--- config.mk ---
export PLATFORM = sky130hd
export DESIGN_NAME = serial_subtractor16
export DESIGN_NICKNAME = d
export VERILOG_FILES = /design/src/rtl/serial_subtractor16.sv
export SDC_FILE = /design/constraint.sdc
export NUM_CORES = 1
export LEC_CHECK = 0
export ABC_CLOCK_PERIOD_IN_PS = 3400
export CAP_MARGIN = 5
export CORE_MARGIN = 2
export CORE_UTILIZATION = 57
export DETAILED_ROUTE_END_ITERATION = 12
export PLACE_DENSITY_LB_ADDON = 0.2
export SLEW_MARGIN = 20
export SYNTH_ARGS = -nofsm -noshare
export SYNTH_HDL_FRONTEND = slang
export SYNTH_SLANG_ARGS = --single-unit
--- constraint.sdc ---
create_clock -name clk -period 3.4 [get_ports clk]
set_input_delay 0.85 -clock clk [delete_from_list [all_inputs] [get_ports clk]]
set_output_delay 0.85 -clock clk [all_outputs]
set_load 0.05 [all_outputs]
--- src/rtl/serial_subtractor16.sv ---
// Bit-serial two's-complement subtractor: diff = a - b - borrow_in, one bit per clock,
// behind a start/done handshake, with borrow, signed-overflow and zero flags.
module serial_subtractor16 #(
  parameter int unsigned WIDTH = 16
) (
  input  logic             clk,
  input  logic             rst_n,
  input  logic             start,
  input  logic [WIDTH-1:0] a,
  input  logic [WIDTH-1:0] b,
  input  logic             borrow_in,
  output logic             busy,
  output logic             done,
  output logic [WIDTH-1:0] diff,
  output logic             borrow_out,
  output logic             overflow,
  output logic             zero
);

  localparam int unsigned CW = (WIDTH > 1) ? $clog2(WIDTH) : 1;

  typedef enum logic [1:0] {
    S_IDLE = 2'd0,
    S_RUN  = 2'd1,
    S_DONE = 2'd2
  } state_t;

  state_t           state, state_nx;
  logic [WIDTH-1:0] a_sr, b_sr, res_sr;
  logic [WIDTH-1:0] res_nx;
  logic [CW-1:0]    cnt;
  logic             brw, brw_nx, d, last;
  logic             a_msb, b_msb;

  // single full-subtractor cell
  always_comb begin
    d      = a_sr[0] ^ b_sr[0] ^ brw;
    brw_nx = (~a_sr[0] & b_sr[0]) | (~(a_sr[0] ^ b_sr[0]) & brw);
    res_nx = {d, res_sr[WIDTH-1:1]};
    last   = (cnt == CW'(WIDTH - 1));
  end

  always_ff @(posedge clk or negedge rst_n) begin
    if (!rst_n) state <= S_IDLE;
    else        state <= state_nx;
  end

  always_comb begin
    state_nx = state;
    busy     = 1'b0;
    done     = 1'b0;
    case (state)
      S_IDLE: if (start) state_nx = S_RUN;
      S_RUN: begin
        busy = 1'b1;
        if (last) state_nx = S_DONE;
      end
      S_DONE: begin
        busy     = 1'b1;
        done     = 1'b1;
        state_nx = S_IDLE;
      end
      default: state_nx = S_IDLE;
    endcase
  end

  always_ff @(posedge clk or negedge rst_n) begin
    if (!rst_n) begin
      a_sr       <= '0;
      b_sr       <= '0;
      res_sr     <= '0;
      cnt        <= '0;
      brw        <= 1'b0;
      a_msb      <= 1'b0;
      b_msb      <= 1'b0;
      diff       <= '0;
      borrow_out <= 1'b0;
      overflow   <= 1'b0;
      zero       <= 1'b0;
    end else begin
      case (state)
        S_IDLE: begin
          if (start) begin
            a_sr  <= a;
            b_sr  <= b;
            brw   <= borrow_in;
            a_msb <= a[WIDTH-1];
            b_msb <= b[WIDTH-1];
            cnt   <= '0;
          end
        end
        S_RUN: begin
          a_sr   <= {1'b0, a_sr[WIDTH-1:1]};
          b_sr   <= {1'b0, b_sr[WIDTH-1:1]};
          res_sr <= res_nx;
          brw    <= brw_nx;
          cnt    <= cnt + 1'b1;
          // results are published only with the final bit, so diff never shows partial values
          if (last) begin
            diff       <= res_nx;
            borrow_out <= brw_nx;
            overflow   <= (a_msb != b_msb) & (d != a_msb);
            zero       <= (res_nx == '0);
          end
        end
        default: ;
      endcase
    end
  end

endmodule

==> out/metrics.yaml, run 1 <==
grt:
  grt_pass1_wl_mm: 9.75
  met3_usage_pct: 3.33
  grt_pass1_vias: 1988
  grt_overflow: 0
  track_usage_pct: 19.7
  met1_usage_pct: 27.9
  antenna_found_initial: 0
  top_usage_layer: "met2"
  grt_max_degree: 76
  met2_usage_pct: 29.6
setup_path:
  slowest_delay_ns: 0.79
  start_kind: "register"
  rr_startpoint: "state[1]$_DFFE_PN0P_"
  r2r_cells: 5
  end_kind: "primary output"
  path_cells: "inv_1, ha_1, clkdlybuf4s50_1"
  crit_family: "buffers and inverters"
  path_class: "register to primary output"
  cp.arrival_ns: 1.89
  critPathSlowestCell: "clkdlybuf4s50_1"
  r2r_slack_ns: 1.18
  worstReg2RegEnd: "b_sr[0]$_DFFE_PN0P_"
  cp_num_buf_inv: 2
  cp.required_ns: 2.55
  cp_max_fo: 3
routing:
  wl_per_cell_um: 14.2
  ant_nets: 0
  via_count: 2147
  drc_errors: 0
  drt-pass1-iter-count: 4
  wl_mm: 5.76
  drtIter0Drc: 114
  viasPerCell: 5.30
pwr:
  total_power_uw: 3310
  swShare_pct: 37.0
  peakVddDrop_uv: 632
  p_switching_uw: 1220
  pwr-share-clk_pct: 17.9
  p_int_uw: 2090
  combPwrFrac_pct: 37.4
  p_leak_uw: 0.00189
  power_frac_seq_pct: 44.6
  pwr_density_cell_nw_per_um2: 807
synthesis:
  synth.avg_cell_area_um2: 12.5
  synth_simple_gate_area_share_pct: 7.98
  synth_compound_area_share_pct: 7.61
  netlist-cell-type-count: 33
  synth_area_um2: 3400
  synth-adder-area-share_pct: 2.06
  ys_top_cells_by_area: "dfrtp_1, mux2i_1, mux2_2"
  muxShareOfSynthArea_pct: 22.6
  ys_warn_count: 0
  synth_fp_nets: 313
  synth_top_area_share_pct: 55.1
  synth_top_family_by_area: "multiplexers"
  async_reset_ff_share_pct: 100
  synth_xor_area_share_pct: 0
  ys_seq_area_share_pct: 55.1
  yosysTopAreaCell: "dfrtp_1"
  synth_edf_count: 0
  synth_ff_type: "dfrtp_1"
  synth_cells: 272
  ys_seq_elements: 75
finish:
  area_growth_pct: 20.5
  layout-drive-gt1-share_pct: 17.6
  multiInputGateArea_um2: 1370
  fin_nets: 366
  layout_commonest_cell: "dfrtp_1"
  layout_common_cells: "dfrtp_1, clkdlybuf4s50_1, nand2_1, mux2i_1, o21ai_0"
  fin_cells: 405
  fillers: 414
  ff_latch_area_um2: 1880
  diodes: 0
floorplanning:
  fp.coreArea_um2: 5850
  die_w_um: 81.3
  fp-row-count: 28
  initial_utilization_pct: 58.2
  die_h_um: 81.3
  io_pins: 57
  dieArea_um2: 6610
place:
  port-buffer-count: 56
  dpl.hpwl_mm: 3.78
  dp.cells: 389
  routabilityCongestion: 0.730
  pre_cts_ws_ns: 0.880
clock_network:
  htreeDepth: 3
  clk_pin_slew_ns: 0.08
  post_cts_resized: 0
  cts_hold_buf: 0
  cts_sinks: 75
  clock_latency_ns: 0.35
  numCtsBuffers: 9
  cts_tree: "done"
  cts-root-buf: "clkbuf_8"
  cts_setup_buffers: 0
  clock_path_buffers: 2
sta:
  setup_viol: 0
  rsz0062_at_grt: "no"
  slew_headroom_pct: 39.0
  post-route-period-util_pct: 80.5
  fin_ws_ns: 0.664
  fin_tns_setup_ns: 0
  hold_ws_ns: 0.482
  finalHoldViolCount: 0
  tightestPinTransition_ns: 0.914
  fmax_ghz: 0.366
  drv_slew: 0
  layout_min_cycle_time_ns: 2.74
  skew_ns: 0.0110
status:
  status: "finished, final reports clean"
worst_hold_path:
  worstHoldPathType: "register to register"
  whs_path_depth: 2
  worstHoldStart: "a_sr[2]$_DFFE_PN0P_"
  hold_end: "a_sr[2]$_DFFE_PN0P_"
job:
  cap_violations: 0
==> power groups by stage <==
stage	logic (uW)	clock network (uW)	registers, uW
2_1_floorplan	1050	0	1460
3_3_place_gp	1200	0	1480
3_5_place_dp	1250	0	1490
4_1_cts	1260	606	1480
5_1_grt	1390	652	1530
6_report	1240	593	1480
==> kinds of logic after synthesis <==
kind of cell | after synthesis
muxes | 66
DFF | 75
AOI/OAI and AO/OA | 48
adders and majority gates | 5
buffers and inverters | 21
and+or+nand+nor | 57
==> routing by layer <==
layer,wire [um],part of all wire (%),vias to the layer above
met5,0,0,-
met4,116,2.0,0
met3,214,3.7,11
met2,2700,47,45
met1,2730,47,1031
li1,-,-,1060
==> metrics by stage <==
stage               instance area [um^2]  util (%)
finish                              4100      70.1
global route                        4100      70.1
CTS                                 4100      70.1
detailed placement                  3930      67.2
global placement                    3930      67.2
floorplan                           3400         -
==> cell type report <==
type,instances,area share [%]
multi-input cells,176,33.4
repair buffers,58,14.0
flip-flops and latches,75,45.7
clock buffers,9,3.02
well taps,75,2.29
clock inverters,7,1.10
inverters,5,0.457
==> how the worst max path moves through the flow <==
stage / depth (start not counted) / startpoint / endpoint
2_1_floorplan: 2 / state[0]$_DFFE_PN0P_ / busy
3_3_place_gp: 4 / start / b_sr[14]$_DFFE_PN0P_
3_5_place_dp: 4 / start / a_sr[5]$_DFFE_PN0P_
4_1_cts: 3 / state[0]$_DFFE_PN0P_ / busy
5_1_grt: 3 / state[0]$_DFFE_PN0P_ / busy
6_report: 3 / state[0]$_DFFE_PN0P_ / busy
==> synthesized netlist by cell type (2+ instances only) <==
master,n
ha_1,4
nor2b_1,2
dfrtp_1,75
clkbuf_1,2
mux2_2,20
inv_1,5
nand2_1,40
mux2i_1,31
a22o_1,2
o21ai_0,26
buf_6,8
nand3_1,2
mux2_4,14
buf_4,5
a21oi_1,4
nor4_1,4
a31oi_1,2
o21ai_1,11
==> tightest hold or removal path: cells and delay by family (launching register included) <==
| family | cells | cell delay, ns |
|---|---|---|
| AOI/OAI and AO/OA | 1 | 0.06 |
| DFF | 1 | 0.35 |
| and+or+nand+nor | 1 | 0.05 |
==> sequential cells by signal, summed over array words and instances, names as in the netlist <==
register	count
a_msb	1
a_sr	16
b_msb	1
b_sr	16
borrow_out	1
brw	1
cnt	4
diff	16
overflow	1
res_sr	15
state	2
zero	1
No activity file was read; power rests on OpenSTA's default activity.
==> run 2, diff against run 1 <==
Settings changed: ABC_CLOCK_PERIOD_IN_PS 3400 to 2850, CORE_UTILIZATION 57 to 53.
Clock period 3.4 ns to 2.85 ns, I/O delays scaled along.
==> run 2 against run 1 <==
Effect of this change:
- non-clock buffer count increased by 1
- largest power group unchanged
- via count decreased by 0.42%
- global-route usage decreased by 1.9 points
==> out/metrics.yaml, run 2 (synthesis gave the netlist of run 1 again) <==
status:
  status: "finished, final reports clean"
clock_network:
  post_cts_resized: 0  # unchanged
  clk_pin_slew_ns: 0.08  # about the same
  clock_path_buffers: 2  # unchanged
  cts_tree: "done"
  clock_latency_ns: 0.35  # about the same
  cts_hold_buf: 0  # unchanged
  cts_setup_buffers: 0  # unchanged
  numCtsBuffers: 9  # unchanged
  cts-root-buf: "clkbuf_8"
  cts_sinks: 75  # unchanged
  htreeDepth: 3  # unchanged
floorplanning:
  die_w_um: 84.1  # +3.5%
  fp-row-count: 29  # +3.6%
  fp.coreArea_um2: 6280  # +7.3%
  io_pins: 57  # unchanged
  initial_utilization_pct: 54.2  # -4.0 points
  die_h_um: 84.1  # +3.5%
  dieArea_um2: 7080  # +7.2%
finish:
  reg.largest.list: "a_sr: 16 flops, b_sr: 16 flops, diff: 16 flops"
  area_growth_pct: 22.8
  layout_common_cells: "dfrtp_1, clkdlybuf4s50_1, nand2_1, mux2i_1, o21ai_0"
  fin_cells: 408  # +0.74%
  layout_commonest_cell: "dfrtp_1"
  diodes: 0  # unchanged
  fin_nets: 367  # +0.27%
  layout-drive-gt1-share_pct: 17.8  # +0.25 points
  final_area_um2: 4180  # +1.9%
routing:
  wl_mm: 5.83  # +1.2%
  drt-pass1-iter-count: 4  # unchanged
  drc_errors: 0  # unchanged
  via_count: 2138  # -0.42%
  drtIter0Drc: 112  # -1.8%
  wl_per_cell_um: 14.3  # +0.49%
  viasPerCell: 5.24  # -1.2%
  ant_nets: 0  # unchanged
sta:
  layout_min_cycle_time_ns: 2.59
  fmax_ghz: 0.387
  finalHoldViolCount: 0  # unchanged
  rsz0062_at_grt: "no"
  skew_ns: 0.0118  # +0.000801 ns
  drv_slew: 0  # unchanged
  setup_viol: 0  # unchanged
  post-route-period-util_pct: 90.7
  fin_tns_setup_ns: 0  # unchanged
  tightestPinTransition_ns: 0.929  # +0.0149 ns
  slew_headroom_pct: 38.1  # -0.99 points
place:
  port-buffer-count: 56  # unchanged
  routabilityCongestion: 0.727  # -0.42%
  dpl.hpwl_mm: 3.81  # +0.85%
  dp.cells: 392  # +0.77%
  place_area_um2: 3960  # +0.57%
pwr:
  p_leak_uw: 0.00192  # +1.9%
  power_frac_seq_pct: 42.1  # -2.5 points
  swShare_pct: 35.3  # -1.7 points
  p_switching_uw: 1470  # +20%
  pwr_density_cell_nw_per_um2: 999  # +24%
  combPwrFrac_pct: 36.0  # -1.4 points
  pwr-share-clk_pct: 21.9  # +4.0 points
  p_int_uw: 2700  # +30%
  peakVddDrop_uv: 636  # +0.66%
setup_path:
  slowest_delay_ns: 0.80  # about the same
  start_kind: "register"
  r2r_cells: 6  # +1
  worstReg2RegEnd: "cnt[3]$_DFFE_PN0P_"
  path_class: "register to primary output"
  end_kind: "primary output"
  critPathSlowestCell: "clkdlybuf4s50_1"
  rr_startpoint: "state[1]$_DFFE_PN0P_"
  r2r_slack_ns: 1.08  # -0.10 ns
  cp_max_fo: 3  # unchanged
  cp.required_ns: 2.14  # -0.41 ns
  path_cells: "inv_1, ha_1, clkdlybuf4s50_1"
  cp.arrival_ns: 1.87  # -0.02 ns
grt:
  grt_max_degree: 76  # unchanged
  antenna_found_initial: 0  # unchanged
  grt_pass1_wl_mm: 9.97  # +2.3%
  track_usage_pct: 17.8  # -1.9 points
  grt_pass1_vias: 2133  # +7.3%
  grt_overflow: 0  # unchanged
worst_hold_path:
  worstHoldPathType: "primary input to asynchronous set/reset pin"
job:
  cap_violations: 0  # unchanged
[run 2: changes by cell type in the layout (fill, tap and decap cells not counted), sizes merged]
cell,change
clkinvlp,-1
inv,+2
buf,+1
clkinv,-3
bufinv,+2
[run 2: power by group through the flow]
stage / clock network [uW] / registers, uW / logic [uW]
final: 914 / 1760 / 1500
after CTS: 935 / 1760 / 1530
after floorplan: 0 / 1750 / 1260
after global routing: 973 / 1820 / 1690
after detailed placement: 0 / 1770 / 1520
after global placement: 0 / 1760 / 1480
[run 2: worst max path at each step]
stage                     slack [ns]                  from    to
final                           0.26  state[0]$_DFFE_PN0P_  busy
after global placement          0.67  state[0]$_DFFE_PN0P_  busy
after detailed placement        0.63  state[0]$_DFFE_PN0P_  busy
after floorplan                 1.19  state[0]$_DFFE_PN0P_  busy
after global routing            0.17  state[0]$_DFFE_PN0P_  busy
after CTS                       0.23  state[0]$_DFFE_PN0P_  busy
[run 2: worst max-delay path: cells and delay by family (launching register included)]
kind | cells | cell delay [ns]
buffers and inverters | 2 | 0.87
flip-flops | 1 | 0.38
adder cells (fa/ha/maj) | 1 | 0.28
[run 2: final cells by class]
cell class | instances | area (um^2)
inverter | 5 | 18.8
clock buffer | 9 | 124
fill | 502 | 2100
timing repair buffer | 59 | 593
clock inverter | 7 | 100
sequential | 75 | 1880
tap | 77 | 96.3
multi-input combinational | 176 | 1370
[run 2: metal layers]
metal  global-route usage, %  share of wire, %  vias up
met2                    27.6                46       43
met1                    24.5                48     1023
met3                    3.24               4.0       10
met5                       0                 0        -
li1                        -                 -     1062
met4                    8.36               1.8        0
[run 2: stage by stage]
stage / setup slack (ns) / hold WS [ns] / util (%) / power, uW
finish: 0.264 / 0.479 / 66.6 / 4170
global route: 0.169 / 0.509 / 66.6 / 4480
floorplan: 1.19 / 0.417 / - / 3000
detailed placement: 0.632 / 0.471 / 63.0 / 3300
CTS: 0.232 / 0.488 / 66.6 / 4220
global placement: 0.667 / 0.462 / 63.0 / 3240
